`src/rtl/rf_wr_arbiter.sv`:
```
// -----------------------------------------------------------------------------
// rf_wr_arbiter
//
// Two-requester write arbiter in front of a single register-file write port.
// Requester 0 is the ALU writeback path, requester 1 the multi-cycle mul/div
// unit. At most one write is accepted per cycle. Contention is resolved
// round-robin against last_gnt. The accepted write appears on the registered
// wr_* outputs one cycle later. Writes to register 0 are accepted but leave
// wr_en low.
//
// Ports:
//   clk, rst              rising-edge clock, synchronous active-high reset
//   valid0/addr0/data0    requester 0 write request (held until accepted)
//   ready0                requester 0 accepted this cycle (combinational)
//   valid1/addr1/data1    requester 1 write request (held until accepted)
//   ready1                requester 1 accepted this cycle (combinational)
//   stall                 register-file port busy; nothing is accepted
//   wr_en/wr_addr/wr_data registered register-file write port
//   sel                   registered port index of the last accepted write
//   last_gnt              round-robin pointer: port granted most recently
// -----------------------------------------------------------------------------
module rf_wr_arbiter (
  input  logic        clk,
  input  logic        rst,
  input  logic        valid0,
  input  logic [4:0]  addr0,
  input  logic [31:0] data0,
  output logic        ready0,
  input  logic        valid1,
  input  logic [4:0]  addr1,
  input  logic [31:0] data1,
  output logic        ready1,
  input  logic        stall,
  output logic        wr_en,
  output logic [4:0]  wr_addr,
  output logic [31:0] wr_data,
  output logic        sel,
  output logic        last_gnt
);

  logic        xfer;
  logic [4:0]  xfer_addr;
  logic [31:0] xfer_data;

  // Grant decision. The grant depends only on the valids, stall, rst and the
  // round-robin pointer, so address and data never feed back into the ready
  // paths. Under contention the port that did not win last time goes first.
  // The two readies are therefore mutually exclusive by construction.
  always_comb begin
    ready0 = 1'b0;
    ready1 = 1'b0;
    if (!rst && !stall) begin
      if (valid0 && valid1) begin
        ready0 = last_gnt;
        ready1 = ~last_gnt;
      end else begin
        ready0 = valid0;
        ready1 = valid1;
      end
    end
  end

  // Select the winning requester's address and data for the output register.
  // When there is no transfer, the mux value is ignored.
  always_comb begin
    xfer      = ready0 | ready1;
    xfer_addr = ready1 ? addr1 : addr0;
    xfer_data = ready1 ? data1 : data0;
  end

  // Output register and round-robin pointer.
  // Reset leaves last_gnt at 1 so that port 0 wins the first contention.
  // A write to register 0 still updates addr/data/sel/last_gnt, but wr_en
  // stays low, so the register file discards it.
  // Idle and stalled cycles only drop wr_en. All other state is held, which
  // is also what freezes arbitration order across a stall.
  always_ff @(posedge clk) begin
    if (rst) begin
      wr_en    <= 1'b0;
      wr_addr  <= 5'd0;
      wr_data  <= 32'd0;
      sel      <= 1'b0;
      last_gnt <= 1'b1;
    end else if (xfer) begin
      wr_en    <= (xfer_addr != 5'd0);
      wr_addr  <= xfer_addr;
      wr_data  <= xfer_data;
      sel      <= ready1;
      last_gnt <= ready1;
    end else begin
      wr_en    <= 1'b0;
    end
  end

endmodule
```
`config.mk`:
```
export PLATFORM = sky130hd
export DESIGN_NAME = rf_wr_arbiter
export DESIGN_NICKNAME = d
export VERILOG_FILES = /design/src/rtl/rf_wr_arbiter.sv
export SDC_FILE = /design/constraint.sdc
export NUM_CORES = 1
export LEC_CHECK = 0
export ABC_AREA = 1
export CAP_MARGIN = 20
export CELL_PAD_IN_SITES_DETAIL_PLACEMENT = 0
export CELL_PAD_IN_SITES_GLOBAL_PLACEMENT = 2
export CORE_ASPECT_RATIO = 1.2
export CORE_UTILIZATION = 22
export CTS_CLUSTER_DIAMETER = 30
export CTS_CLUSTER_SIZE = 40
export DETAILED_ROUTE_END_ITERATION = 8
export PLACE_DENSITY_LB_ADDON = 0.05
export RECOVER_POWER = 25
export SYNTH_ARGS = -nofsm -noshare
export SYNTH_HDL_FRONTEND = slang
export SYNTH_SLANG_ARGS = --single-unit
export TNS_END_PERCENT = 100
```
`constraint.sdc`:
```
create_clock -name clk -period 1.9 [get_ports clk]
set_clock_uncertainty 0.05 [all_clocks]
set_input_delay 0.57 -clock clk [delete_from_list [all_inputs] [get_ports clk]]
set_output_delay 0.57 -clock clk [all_outputs]
set_load 0.005 [all_outputs]
```
==> results.sh <==
export IMPL_internal_power_w=0.001922
export IMPL_globalplace_congestion=0.6445
export IMPL_core_rowCount=41
export IMPL_grt_max_degree=42
export IMPL_outcome="complete, no violations"
export IMPL_ant_nets=0
export IMPL_ir_worst_vdd_uv=349.8
export IMPL_die_w_um=96.47
export IMPL_tns_ps=0
export IMPL_coreArea_um2=10470
export IMPL_postCtsHoldBufs=0
export IMPL_drive_gt1_share_pct=30.25
export IMPL_leakage_nw=1.711
export IMPL_die_h_um=115.4
export IMPL_syn_inst=272
export IMPL_die_area_um2=11130
export IMPL_grt_pass1_wl_um=10030
export IMPL_synth_simple_gate_area_share_pct=28.52
export IMPL_totalWireLength_um=6441
export IMPL_via_count=2166
export IMPL_port_buffers=120
export IMPL_syn_to_final_growth_pct=63.89
export IMPL_cts_max_level=2
export IMPL_rsz0062_at_grt="false"
export IMPL_slew_headroom_pct=76.42
export IMPL_end_kind="output pin"
export IMPL_clk_latency_ps=280
export IMPL_powerDensity_nw_per_um2=647.3
export IMPL_cts_tree="done"
export IMPL_final_cell_mix="clkdlybuf4s50_1 (109), nand2_1 (59), dfxtp_1 (40)"
export IMPL_synth_xor_xnor_area_share_pct=0
export IMPL_diodes=0
export IMPL_clockBufferDepth=2
export IMPL_ys_seq_area_share_pct=33.99
export IMPL_synth_nets=351
export IMPL_tightest_slew_ps=353.7
export IMPL_fill_cells=1145
export IMPL_synth_compound_area_share_pct=21.72
export IMPL_synth_distinct_cells=23
export IMPL_crit_fanout=2
export IMPL_wl_per_cell_um=12.18
export IMPL_ff2ff_setup_slack_ps=450
export IMPL_dp_cells=518
export IMPL_drt_initial_drc_count=29
export IMPL_vias_per_cell=4.095
export IMPL_syn_area_per_cell_um2=8.662
export IMPL_grt_pass1_vias=2107
export IMPL_p_seq_share_pct=37.1
export IMPL_hold_class="reg2reg"
export IMPL_antenna_found_initial=0
export IMPL_fin_crit_sh_pct=97.55
export IMPL_cts_buffers=5
export IMPL_pin_count=121
export IMPL_cp_required_ps=1280
export IMPL_max_freq_ghz=0.5395
export IMPL_initial_core_util_pct=22.51
export IMPL_crit_arrival_ps=1230
export IMPL_ff2ff_path_depth=8
export IMPL_swShare_pct=23.12
export IMPL_fin_nets=478
export IMPL_cts_num_sinks=40
export IMPL_comb_power_share_pct=21.9
export IMPL_synth_area_mux_share_pct=0
export IMPL_final_common_cell="clkdlybuf4s50_1"
export IMPL_fin_cells=529
export IMPL_pwr_share_clk_pct=41.1
export IMPL_fin_crit_ps=1853
export IMPL_grt_ovfl_total=0
export IMPL_clk_pin_slew_worst_paths_ps=60
export IMPL_whs_path_depth=2
export IMPL_yosysWarnings=0
export IMPL_finalMaxSlewViolations=0
export IMPL_remaining_drc_errors=0
export IMPL_synth_top_family_by_area="simple AND/OR/NAND/NOR gates"
export IMPL_switching_power_w=0.0005778
export IMPL_drv_cap=0
export IMPL_setup_violations=0
export IMPL_first_pass_iters=3
export IMPL_start_kind="input port"
export IMPL_hold_violations=0
export IMPL_hpwl_um=4735
export IMPL_synth_area_um2=2356
export IMPL_crit_type="in2out"
export IMPL_track_usage_pct=11.83
export IMPL_cts_root_buf="clkbuf_16"
export IMPL_synth_seq_cells=40
export IMPL_synth_fa_ha_area_share_pct=0
## cell families (layout without fill, tap and decap cells)
group                  Yosys count  in the layout
AND/OR/NAND/NOR                119            119
flip-flops                      40             40
AO/OA/AOI/OAI                   45             45
buffers and inverters           68            196
## state kept, by name, indices dropped and copies added, names as in the netlist
signal    count
last_gnt      1
sel           1
wr_addr       5
wr_data      32
wr_en         1
## synthesized netlist by cell type (all sizes together)
master	instances	share of area (%)
o211ai	36	19
o21ai	5	1.5
nor2	3	0.80
nand4	3	0.80
nand3	34	12
buf	19	7.9
inv	49	7.9
a21oi	2	0.42
a21o	2	0.64
dfxtp	40	34
nand2	79	15
## power by group through the flow
stage	logic [W]	clock network, W	registers, W
after floorplan	0.000233	0	0.000951
after global placement	0.000568	0	0.000946
after detailed placement	0.000567	0	0.000947
after CTS	0.000570	0.00107	0.000929
after global routing	0.000601	0.00110	0.000933
final	0.000547	0.00103	0.000926
## area by class of cell
class	count	area, um^2	share of cell area, %
Timing Repair Buffer	139	1385	35.87
Multi-Input combinational cell	164	1144	29.62
Sequential cell	40	800.8	20.74
Inverter	49	187.7	4.861
Tap cell	129	161.4	4.180
Clock buffer	7	152.6	3.953
Clock inverter	1	30.03	0.7777
## worst max-delay path, cell delays in order
cell and delay (ps):
clkdlybuf4s15_2 190, nor2_4 90, buf_4 120, nand2_1 40
a21oi_1 100, buf_2 120
## stage by stage
stage	utilization, %	instance area, um^2	setup WS, ps	power (W)	hold WS (ps)
detailed placement	35.40	3705	-580.2	0.001515	403.8
CTS	37.24	3897	52.06	0.002571	416.2
floorplan	-	2356	181.6	0.001184	399.4
finish	36.90	3861	46.58	0.002500	410.2
global route	36.90	3861	2.625	0.002632	443.4
global placement	35.40	3705	-581.2	0.001513	395.3
## per-layer routing
layer,wire [um],vias to the layer above,global-route usage (%)
met5,0,-,0
met4,46,0,3.529
met3,546,2,3.770
met2,3272,64,21.27
met1,2574,969,13.09
li1,-,1131,-
## timing repair
| item | in CTS | in global routing |
|---|---|---|
| pin swaps | 2 | 0 |
| cloned | 0 | 0 |
| endpoints found under the setup margin | 40 | 1 |
| resized for setup | 18 | 2 |
| buffers inserted | 3 | 0 |
## worst paths after layout
check,from,end
max,stall,ready0
min reg2reg,sel,sel
min,sel,sel
max reg2reg,last_gnt,wr_en
(Power assumes the default switching activity.)
==> edit (same settings) <==
Reset style: asynchronous (`rst`), changed in one clocked block. Comments in the files are not updated.
--- a/src/rtl/rf_wr_arbiter.sv
+++ b/src/rtl/rf_wr_arbiter.sv
@@ -75,5 +75,5 @@
   // Idle and stalled cycles only drop wr_en. All other state is held, which
   // is also what freezes arbitration order across a stall.
-  always_ff @(posedge clk) begin
+  always_ff @(posedge clk or posedge rst) begin
     if (rst) begin
       wr_en    <= 1'b0;
Formal check against the unedited RTL: differs if rst is asserted again (counterexample within 4 cycles, from zero or initial values and one cycle with rst high); with rst held inactive, the same outputs for 10 cycles.
==> edit against the original RTL <==
Critical path depth fell by 4. Synthesized cell count fell by 15%. Synthesized area fell by 15%. Worst setup slack improved by 30 ps. Total power fell by 4.3%. Worst hold slack improved by 12 ps. Wire length fell by 11%. Final area fell by 10%. Sequential cell count did not move. Utilization rose by 2.8 points. Final cell count fell by 10%.
==> edit: results (changes against the original RTL) <==
* Synth top area cells: dfrtp_1 (49%), o21ai_0 (9.5%), or2_0 (9.3%) (was dfxtp_1 (34%), o211ai_2 (19%), nand2_1 (9.4%))
* Main flop type after synthesis: dfrtp_1 (was dfxtp_1)
* Routed WL at 5.73 mm (was 6.44 mm)
* Signal inverters at 12 (was 49)
* GP Congestion at 0.699 (was 0.645)
* Fillers at 922 (was 1145)
* Number of clock buffers in the layout at 8 (was 7)
* Register area share after synthesis at 49.9% (was 34.0%)
* Delay-heaviest family, CP: flip-flops (was buffers and inverters)
* Ratio of cells with drive above 1 in the final layout at 10.1% (was 30.3%)
* # rows at 37 (was 41)
* Critical path peak fanout at 3 (was 2)
* Worst-Skew Late Latency at 280 ps (about the same)
* Multi-input logic area at 858 µm² (was 0.00114 mm²)
* Asr flop ratio synth at 100% (was 0%)
* H-tree depth at 2 (unchanged)
* Slowest cell on crit path: dfstp_2 (was clkdlybuf4s15_2)
* DP Worst Slack at -570 ps (was -580 ps)
* Post-CTS Repair Setup Buffers at 2 (was 3)
* Buffer share of cell area at 38.0% (was 35.9%)
* Top cells by count, synth: nand2_1 (49), dfrtp_1 (39), o21ai_0 (38) (was nand2_1 (59), dfxtp_1 (40), o211ai_2 (36))
* Pint at 1.77 mW (was 1.92 mW)
* GRT Total Usage at 12.5% (was 11.8%)
* Drt pass-1 iters at 4 (was 3)
* CTS root buffer: clkbuf_8 (was clkbuf_16)
* Initial DRC Count at 71 (was 29)
* First-pass GRT wire length at 9.06 mm (was 10.0 mm)
* DP HPWL at 4.05 mm (was 4.73 mm)
* Worst-Margin Slew at 1040 ps (was 354 ps)
* Clock network area share at 2.61% (was 4.73%)
* Inserted Diodes at 0 (unchanged)
* HP Class: flip-flop to flip-flop (unchanged)
* Placed Cells at 464 (was 518)
* Clock-pin slew on the worst setup and hold paths at 80 ps (was 60 ps)
* Util after Layout at 39.7% (was 36.9%)
* CP max stage delay at 580 ps (was 190 ps)
* Leakage at 1.46 nW (was 1.71 nW)
* Sequential cells at 40 (unchanged)
* Number of non-clock buffers at 134 (was 139)
* Placed Instance Area at 0.00336 mm² (was 0.00370 mm²)
* Drt via density at 4.08 (was 4.09)
* Nets at 436 (was 478)
* Gates resized, CTS repair at 13 (was 18)
* Run status: complete, no violations (unchanged)
* DR WL/cell at 12.1 µm (was 12.2 µm)
* Seq/total area at 29.0% (was 20.7%)
* Mapped Nets at 310 (was 351)
* Vias in the first global route at 1833 (was 2107)
* Gate Count Post-Synth at 231 (was 272)
* VDD IR max at 0.322 mV (was 0.350 mV)
==> edit: worst paths after layout <==
check                      slack, ps                      to  depth (start not counted)            startpoint
max                               80                last_gnt                          2  last_gnt$_DFFE_PP1P_
min                              420         sel$_DFFE_PP0P_                          2       sel$_DFFE_PP0P_
max reg2reg                      260         wr_en$_DFF_PP0_                          8  last_gnt$_DFFE_PP1P_
min reg2reg                      420         sel$_DFFE_PP0P_                          2       sel$_DFFE_PP0P_
max in group asynchronous        350  wr_data[8]$_DFFE_PP0P_                          4                   rst
min in group asynchronous        820  wr_addr[4]$_DFFE_PP0P_                          4                   rst
==> edit: cells by family after synthesis <==
group           synth area share, %
compound gates                 19.4
buf+inv                        8.29
flops                          49.9
simple gates                   22.4
==> edit: metal layers <==
| metal | track usage [%] | share of wire (%) | vias up | wire, µm |
|---|---|---|---|---|
| met5 | 0 | 0 | - | 0 |
| met4 | 4.08 | 1.4 | 0 | 82 |
| met3 | 3.46 | 8.2 | 5 | 471 |
| met2 | 21.0 | 47 | 70 | 2720 |
| met1 | 15.0 | 43 | 859 | 2450 |
| li1 | - | - | 1004 | - |
==> edit: power groups by stage <==
stage | Clock (mW) | Combinational [mW] | Sequential [mW]
2_1_floorplan | 0 | 0.224 | 1.09
3_3_place_gp | 0 | 0.763 | 1.07
3_5_place_dp | 0 | 0.760 | 1.08
4_1_cts | 0.617 | 0.763 | 1.06
5_1_grt | 0.651 | 0.826 | 1.08
6_report | 0.584 | 0.742 | 1.07
==> edit: worst register-to-register path, cell delays in order (launching register included) <==
cell and delay [ps]:
dfstp_2 580, nand2_4 70, nand3_4 70, buf_4 350
nand2_1 100, nand2_1 110, nand3_1 80, nor2_1 90
nor2_1 40
